$ cat src/rtl/ctrl_pipe.sv
// Purpose : RV32I(+M) decode, ID/EX control register, load-use and MUL/DIV stall control.
// Latency : one cycle from ID inputs to o_ex_*; o_stall is combinational.
// Backpr. : o_stall holds PC and IF/ID; ID/EX injects a bubble (load-use) or holds (MUL/DIV busy).
//
// Ports:
//   i_clk, i_rst               clock, synchronous active-high reset
//   i_id_valid, i_opcode,
//   i_funct3, i_funct7,
//   i_rs1, i_rs2, i_rd         ID-stage instruction fields
//   i_flush                    EX redirect, kills ID and EX, overrides both stalls
//   i_md_done                  MUL/DIV result ready (ignored when M_EXT = 0)
//   o_stall                    hold PC and IF/ID this cycle
//   o_ex_*                     registered ID/EX control fields
//   o_md_busy                  MUL/DIV FSM in BUSY
//   o_stall_cnt                saturating count of stalled cycles since reset
module ctrl_pipe #(
   parameter int M_EXT = 0,
   parameter int CNT_W = 16
) (
   input  logic             i_clk,
   input  logic             i_rst,
   input  logic             i_id_valid,
   input  logic [6:0]       i_opcode,
   input  logic [2:0]       i_funct3,
   input  logic [6:0]       i_funct7,
   input  logic [4:0]       i_rs1,
   input  logic [4:0]       i_rs2,
   input  logic [4:0]       i_rd,
   input  logic             i_flush,
   input  logic             i_md_done,
   output logic             o_stall,
   output logic             o_ex_valid,
   output logic [2:0]       o_ex_alu_op,
   output logic [1:0]       o_ex_wb_sel,
   output logic [4:0]       o_ex_rd,
   output logic             o_ex_mem_read,
   output logic             o_ex_mem_write,
   output logic             o_ex_reg_write,
   output logic             o_ex_md,
   output logic             o_ex_illegal,
   output logic             o_md_busy,
   output logic [CNT_W-1:0] o_stall_cnt
);

   localparam logic [6:0] OPC_OP     = 7'b0110011;
   localparam logic [6:0] OPC_OP_IMM = 7'b0010011;
   localparam logic [6:0] OPC_LOAD   = 7'b0000011;
   localparam logic [6:0] OPC_STORE  = 7'b0100011;
   localparam logic [6:0] OPC_BRANCH = 7'b1100011;
   localparam logic [6:0] OPC_JAL    = 7'b1101111;
   localparam logic [6:0] OPC_JALR   = 7'b1100111;
   localparam logic [6:0] OPC_LUI    = 7'b0110111;
   localparam logic [6:0] OPC_AUIPC  = 7'b0010111;
   localparam logic [6:0] OPC_FENCE  = 7'b0001111;
   localparam logic [6:0] OPC_SYSTEM = 7'b1110011;
   localparam logic [6:0] F7_MULDIV  = 7'b0000001;

   typedef enum logic {IDLE = 1'b0, BUSY = 1'b1} state_t;

   state_t state, state_nxt;

   logic [2:0] dec_alu_op;
   logic [1:0] dec_wb_sel;
   logic       dec_reg_write, dec_mem_read, dec_mem_write, dec_md, dec_illegal;
   logic       dec_use_rs1, dec_use_rs2;
   logic       load_use, md_hold, md_enter;

   // Decode of the ID-stage instruction.
   always_comb begin
      dec_alu_op    = 3'b000;
      dec_wb_sel    = 2'b00;
      dec_reg_write = 1'b0;
      dec_mem_read  = 1'b0;
      dec_mem_write = 1'b0;
      dec_md        = 1'b0;
      dec_illegal   = 1'b0;
      dec_use_rs1   = 1'b0;
      dec_use_rs2   = 1'b0;
      case (i_opcode)
         OPC_OP: begin
            dec_alu_op    = i_funct3;
            dec_reg_write = 1'b1;
            dec_use_rs1   = 1'b1;
            dec_use_rs2   = 1'b1;
            if (i_funct7 == F7_MULDIV) begin
               if (M_EXT != 0) dec_md      = 1'b1;
               else            dec_illegal = 1'b1;
            end
         end
         OPC_OP_IMM: begin
            dec_alu_op    = i_funct3;
            dec_reg_write = 1'b1;
            dec_use_rs1   = 1'b1;
         end
         OPC_LOAD: begin
            dec_wb_sel    = 2'b10;
            dec_reg_write = 1'b1;
            dec_mem_read  = 1'b1;
            dec_use_rs1   = 1'b1;
         end
         OPC_STORE: begin
            dec_mem_write = 1'b1;
            dec_use_rs1   = 1'b1;
            dec_use_rs2   = 1'b1;
         end
         OPC_BRANCH: begin
            dec_use_rs1   = 1'b1;
            dec_use_rs2   = 1'b1;
         end
         OPC_JALR: begin
            dec_wb_sel    = 2'b01;
            dec_reg_write = 1'b1;
            dec_use_rs1   = 1'b1;
         end
         OPC_JAL: begin
            dec_wb_sel    = 2'b01;
            dec_reg_write = 1'b1;
         end
         OPC_LUI, OPC_AUIPC: dec_reg_write = 1'b1;
         OPC_FENCE, OPC_SYSTEM: ;
         default: dec_illegal = 1'b1;
      endcase
      // An illegal instruction must have no architectural side effects.
      if (dec_illegal) begin
         dec_reg_write = 1'b0;
         dec_mem_read  = 1'b0;
         dec_mem_write = 1'b0;
         dec_md        = 1'b0;
      end
   end

   // x0 never carries a dependency, and an invalid ID slot never stalls.
   assign load_use = o_ex_valid && o_ex_mem_read && (o_ex_rd != 5'd0) && i_id_valid &&
                     ((dec_use_rs1 && (i_rs1 == o_ex_rd)) || (dec_use_rs2 && (i_rs2 == o_ex_rd)));

   // A same-cycle done releases the hold so the register advances this edge.
   assign md_hold  = (state == BUSY) && !i_md_done;
   assign md_enter = i_id_valid && dec_md && !load_use;

   assign o_stall   = !i_rst && !i_flush && (md_hold || load_use);
   assign o_md_busy = (state == BUSY);

   always_ff @(posedge i_clk) begin
      if (i_rst) state <= IDLE;
      else       state <= state_nxt;
   end

   // BUSY means "EX holds a MUL/DIV still waiting for its result", so BUSY is
   // entered on the same edge that loads the md instruction into EX.
   always_comb begin
      state_nxt = state;
      case (state)
         IDLE: if (!i_flush && md_enter) state_nxt = BUSY;
         BUSY: begin
            if (i_flush)        state_nxt = IDLE;
            else if (i_md_done) state_nxt = md_enter ? BUSY : IDLE;
         end
         default: state_nxt = IDLE;
      endcase
   end

   // ID/EX register: reset, flush, load-use and invalid ID all load an all-zero bubble.
   always_ff @(posedge i_clk) begin
      if (i_rst || i_flush || (!md_hold && (load_use || !i_id_valid))) begin
         o_ex_valid     <= 1'b0;
         o_ex_alu_op    <= 3'b000;
         o_ex_wb_sel    <= 2'b00;
         o_ex_rd        <= 5'd0;
         o_ex_mem_read  <= 1'b0;
         o_ex_mem_write <= 1'b0;
         o_ex_reg_write <= 1'b0;
         o_ex_md        <= 1'b0;
         o_ex_illegal   <= 1'b0;
      end else if (!md_hold) begin
         o_ex_valid     <= 1'b1;
         o_ex_alu_op    <= dec_alu_op;
         o_ex_wb_sel    <= dec_wb_sel;
         o_ex_rd        <= i_rd;
         o_ex_mem_read  <= dec_mem_read;
         o_ex_mem_write <= dec_mem_write;
         o_ex_reg_write <= dec_reg_write;
         o_ex_md        <= dec_md;
         o_ex_illegal   <= dec_illegal;
      end
   end

   always_ff @(posedge i_clk) begin
      if (i_rst)
         o_stall_cnt <= '0;
      else if (o_stall && (o_stall_cnt != {CNT_W{1'b1}}))
         o_stall_cnt <= o_stall_cnt + {{(CNT_W-1){1'b0}}, 1'b1};
   end

endmodule
$ cat config.mk
export PLATFORM = sky130hd
export DESIGN_NAME = ctrl_pipe
export DESIGN_NICKNAME = d
export VERILOG_FILES = /design/src/rtl/ctrl_pipe.sv
export SDC_FILE = /design/constraint.sdc
export NUM_CORES = 1
export LEC_CHECK = 0
export CAP_MARGIN = 20
export CORE_ASPECT_RATIO = 0.6
export CORE_MARGIN = 2
export CORE_UTILIZATION = 55
export CTS_CLUSTER_SIZE = 30
export DETAILED_ROUTE_END_ITERATION = 12
export DONT_BUFFER_PORTS = 1
export GPL_ROUTABILITY_DRIVEN = 0
export PLACE_DENSITY = 0.7
export SLEW_MARGIN = 25
export SYNTH_ARGS = -nofsm -noshare
export SYNTH_HDL_FRONTEND = slang
export SYNTH_SLANG_ARGS = --single-unit
$ cat constraint.sdc
create_clock -name i_clk -period 3.5 [get_ports i_clk]
set_input_delay 1.05 -clock i_clk [delete_from_list [all_inputs] [get_ports i_clk]]
set_output_delay 1.05 -clock i_clk [all_outputs]
set_load 0.01 [all_outputs]
==> results.toml <==
[pwr]
worst_ir_drop_vdd_uv = 186
static-leakage-power_nw = 0.688
power_per_cell_area_mw_per_mm2 = 382

[sta]
drv_slew = 0
final_setup_violating_endpoints = 0
skew_ns = 0.00512
post-route-period-util_pct = 93.2
period_needed_ns = 3.26
max_slew.worst_pin.slew_ns = 0.695
totalNegativeSetupSlack_ns = 0
final-hold-violation-count = 0
timing.max_slew.rel_slack_pct = 53.4
max_clock_freq_ghz = 0.307
rsz_0062_raised_after_global_routing = "no"

[yosys]
synth.mux.area_fraction_pct = 8.48
synth_fp_nets = 253
xor_and_xnor_area_share_after_synthesis_pct = 4.64
synth_largest_type_area_fraction_pct = 33.9
yosysMostFrequentCell = "sky130_fd_sc_hd__dfxtp_1"
synth_compound_area_share_pct = 19.5
ys_async_sr_fraction_pct = 0
syn-cell-area_sq_mm = 0.00189
syn_inst = 215
synth_top_family_by_area = "simple AND/OR/NAND/NOR gates"
netlist_top_cells_area = "sky130_fd_sc_hd__dfxtp_1 34%, sky130_fd_sc_hd__nor3_1 4.5%, sky130_fd_sc_hd__mux2i_1 3.7%"
yosysUniqueCellTypes = 51
synth.largest_area_cell = "sky130_fd_sc_hd__dfxtp_1"
synth_edf_count = 0
synthSimpleGateAreaFrac_pct = 28.3
dominantRegCellSynth = "sky130_fd_sc_hd__dfxtp_1"
syn_area_per_cell_sq_um = 8.79
synth.ff_latch_count = 32
ys_top_cells_by_count = "32 x sky130_fd_sc_hd__dfxtp_1, 18 x sky130_fd_sc_hd__nor2_1, 17 x sky130_fd_sc_hd__nor3_1"
synth_fa_ha_area_share_pct = 0.662
synth-warning-count = 0
seq_area_frac_synth_pct = 33.9

[worst_setup_path]
crit-reg2reg-launch = "o_stall_cnt[0]$_SDFFE_PP0P_"
worst_setup_path_startpoint = "i_rs2[0]"
critPathArrivalTime_ns = 2.21
worst_setup_path_start_kind = "input pin"
critical_path_class = "in2out"
worst_setup_path_end_kind = "primary output"
crit_path_max_fo = 3
crit_required_ns = 2.45

[route]
antenna_left = 0
post_drt_via_cell_ratio = 6.47
drt-initial-drc-count = 94
via_count = 1676
detailed_routing_iterations_pass_1 = 4
drt-wirelength-per-cell_um = 19.2
wl_mm = 4.96
detail_route.drc_violations = 0

[clock_network]
cts_repair_resize_count = 0
clockBufferDepth = 2
numCtsBuffers = 5
htree_levels = 2
cts_setup_buffers = 0
clkSlewWorstSetupHoldPaths_ns = 0.07
clk_root_buffer_cell = "sky130_fd_sc_hd__clkbuf_8"
tritoncts = "done"
clock_sinks = 32
clkLatencyLatePin_ns = 0.29
cts_hold_buf = 0

[global_routing]
first_global_vias = 1676
grt_first_pass_wirelength_mm = 8.23
number_of_antenna_violations_at_the_first_check_in_global_routing = 0
grt_overflow_total = 0
groute.usage.overall_pct = 27.3
grt_max_degree = 27

[floorplan]
die_h_um = 49.4
die_area_sq_mm = 0.00394
initial_core_util_pct = 57.9
top_level_ports = 71
die-width_um = 79.7
fp.coreArea_sq_mm = 0.00326
core.rowCount = 16

[layout]
finished_cell_area_sq_mm = 0.00203
design.final.nets = 251
antennaDiodeCount = 0
area_growth_pct = 7.28
layout-drive-gt1-share_pct = 12.6

[place]
post_dp_cell_area_sq_mm = 0.00192
hpwlAfterDp_mm = 3.74
io_buffers = 0

[run]
timing.max_cap.violations = 0

[worst_hold_path]
worstHoldStart = "o_ex_illegal$_SDFFE_PP0N_"
hold_path_class = "reg2reg"

[outcome]
outcome = "finished, final reports clean"
-- worst max-delay path, stage by stage --
cell	delay, ns
sky130_fd_sc_hd__xnor2_1	0.14
sky130_fd_sc_hd__nand4_1	0.23
sky130_fd_sc_hd__a2111oi_4	0.41
sky130_fd_sc_hd__o21ai_2	0.10
sky130_fd_sc_hd__a21oi_1	0.29
-- sequential cells by signal, indices dropped and copies added (netlist names), 2 cells and up --
| register | count |
|---|---|
| o_stall_cnt | 16 |
| o_ex_rd | 5 |
| o_ex_alu_op | 3 |
| o_ex_wb_sel | 2 |
-- cells by family (layout without fill, tap and decap cells) --
family	count (synthesis)	count (layout)
AOI/OAI and AO/OA	45	45
muxes	15	15
other	1	1
xor gates and xnor gates	10	10
and+or+nand+nor	93	93
adders and majority gates	1	1
DFF	32	32
buffers and inverters	18	17
-- path summary, 6_finish.rpt --
kind | slack (ns) | cells after the start | to
max | 0.24 | 5 | o_stall
min reg2reg | 0.56 | 2 | o_ex_illegal$_SDFFE_PP0N_
min | 0.56 | 2 | o_ex_illegal$_SDFFE_PP0N_
max reg2reg | 1.08 | 6 | o_stall_cnt[15]$_SDFFE_PP0P_
-- stage by stage --
step | power [W] | instances | hold WS [ns] | setup WS [ns] | util [%]
6_report | 0.000774 | 259 | 0.555 | 0.238 | 62.1
5_1_grt | 0.000800 | 259 | 0.557 | 0.189 | 62.1
4_1_cts | 0.000778 | 259 | 0.548 | 0.237 | 62.1
3_5_place_dp | 0.000424 | 251 | 0.539 | 0.237 | 58.7
3_3_place_gp | 0.000421 | 251 | 0.516 | 0.303 | 58.7
2_1_floorplan | 0.000420 | 215 | 0.504 | 0.237 | -
-- per-layer routing --
metal	global-route usage (%)	part of all wire, %	vias to the layer above
met5	0	0	-
li1	-	-	795
met4	11.2	1.5	0
met1	35.0	44	795
met3	9.26	7.7	9
met2	41.9	47	77
-- power by group --
part	switching (W)	total [W]	internal [W]	leakage [nW]
sequential	0.00000489	0.000371	0.000366	0.258
clock	0.000147	0.000358	0.000211	0.0541
combinational	0.0000251	0.0000446	0.0000195	0.376
-- cells in the final DEF, fill, tap and decap left out, types with 2 or more instances in the layout --
cell	Yosys	layout
sky130_fd_sc_hd__a22oi_1	4	4
sky130_fd_sc_hd__nor4_1	4	4
sky130_fd_sc_hd__or4_1	5	5
sky130_fd_sc_hd__nand2b_1	4	4
sky130_fd_sc_hd__a2111oi_4	2	2
sky130_fd_sc_hd__o21ai_0	4	4
sky130_fd_sc_hd__dfxtp_1	32	32
sky130_fd_sc_hd__and4_1	3	3
sky130_fd_sc_hd__mux2i_1	7	7
sky130_fd_sc_hd__o211ai_1	3	3
sky130_fd_sc_hd__mux2_1	6	6
sky130_fd_sc_hd__o21ai_2	2	2
sky130_fd_sc_hd__nor2b_1	8	8
sky130_fd_sc_hd__buf_4	1	5
sky130_fd_sc_hd__a21oi_1	13	13
sky130_fd_sc_hd__xnor2_1	7	7
sky130_fd_sc_hd__nand2_1	3	3
sky130_fd_sc_hd__nor3_2	2	2
sky130_fd_sc_hd__and2b_1	2	2
sky130_fd_sc_hd__nand3_1	10	10
sky130_fd_sc_hd__and3_1	3	3
sky130_fd_sc_hd__mux2_2	2	2
sky130_fd_sc_hd__nand4_1	4	4
sky130_fd_sc_hd__clkbuf_8	0	5
sky130_fd_sc_hd__a211oi_1	5	5
sky130_fd_sc_hd__or3_1	2	2
sky130_fd_sc_hd__o31ai_1	4	4
sky130_fd_sc_hd__xor2_1	3	3
sky130_fd_sc_hd__and2_1	2	2
sky130_fd_sc_hd__nor3_1	17	17
sky130_fd_sc_hd__inv_1	4	4
sky130_fd_sc_hd__nor2_1	18	18
-- area by class of cell --
class / instances / area (sq um)
Clock buffer: 5 / 68.8
Clock inverter: 3 / 42.5
Fill cell: 298 / 1240
Inverter: 4 / 15.0
Multi-Input combinational cell: 165 / 1170
Sequential cell: 32 / 641
Tap cell: 45 / 56.3
Timing Repair Buffer: 5 / 37.5
No activity file was read; power rests on OpenSTA's default activity.
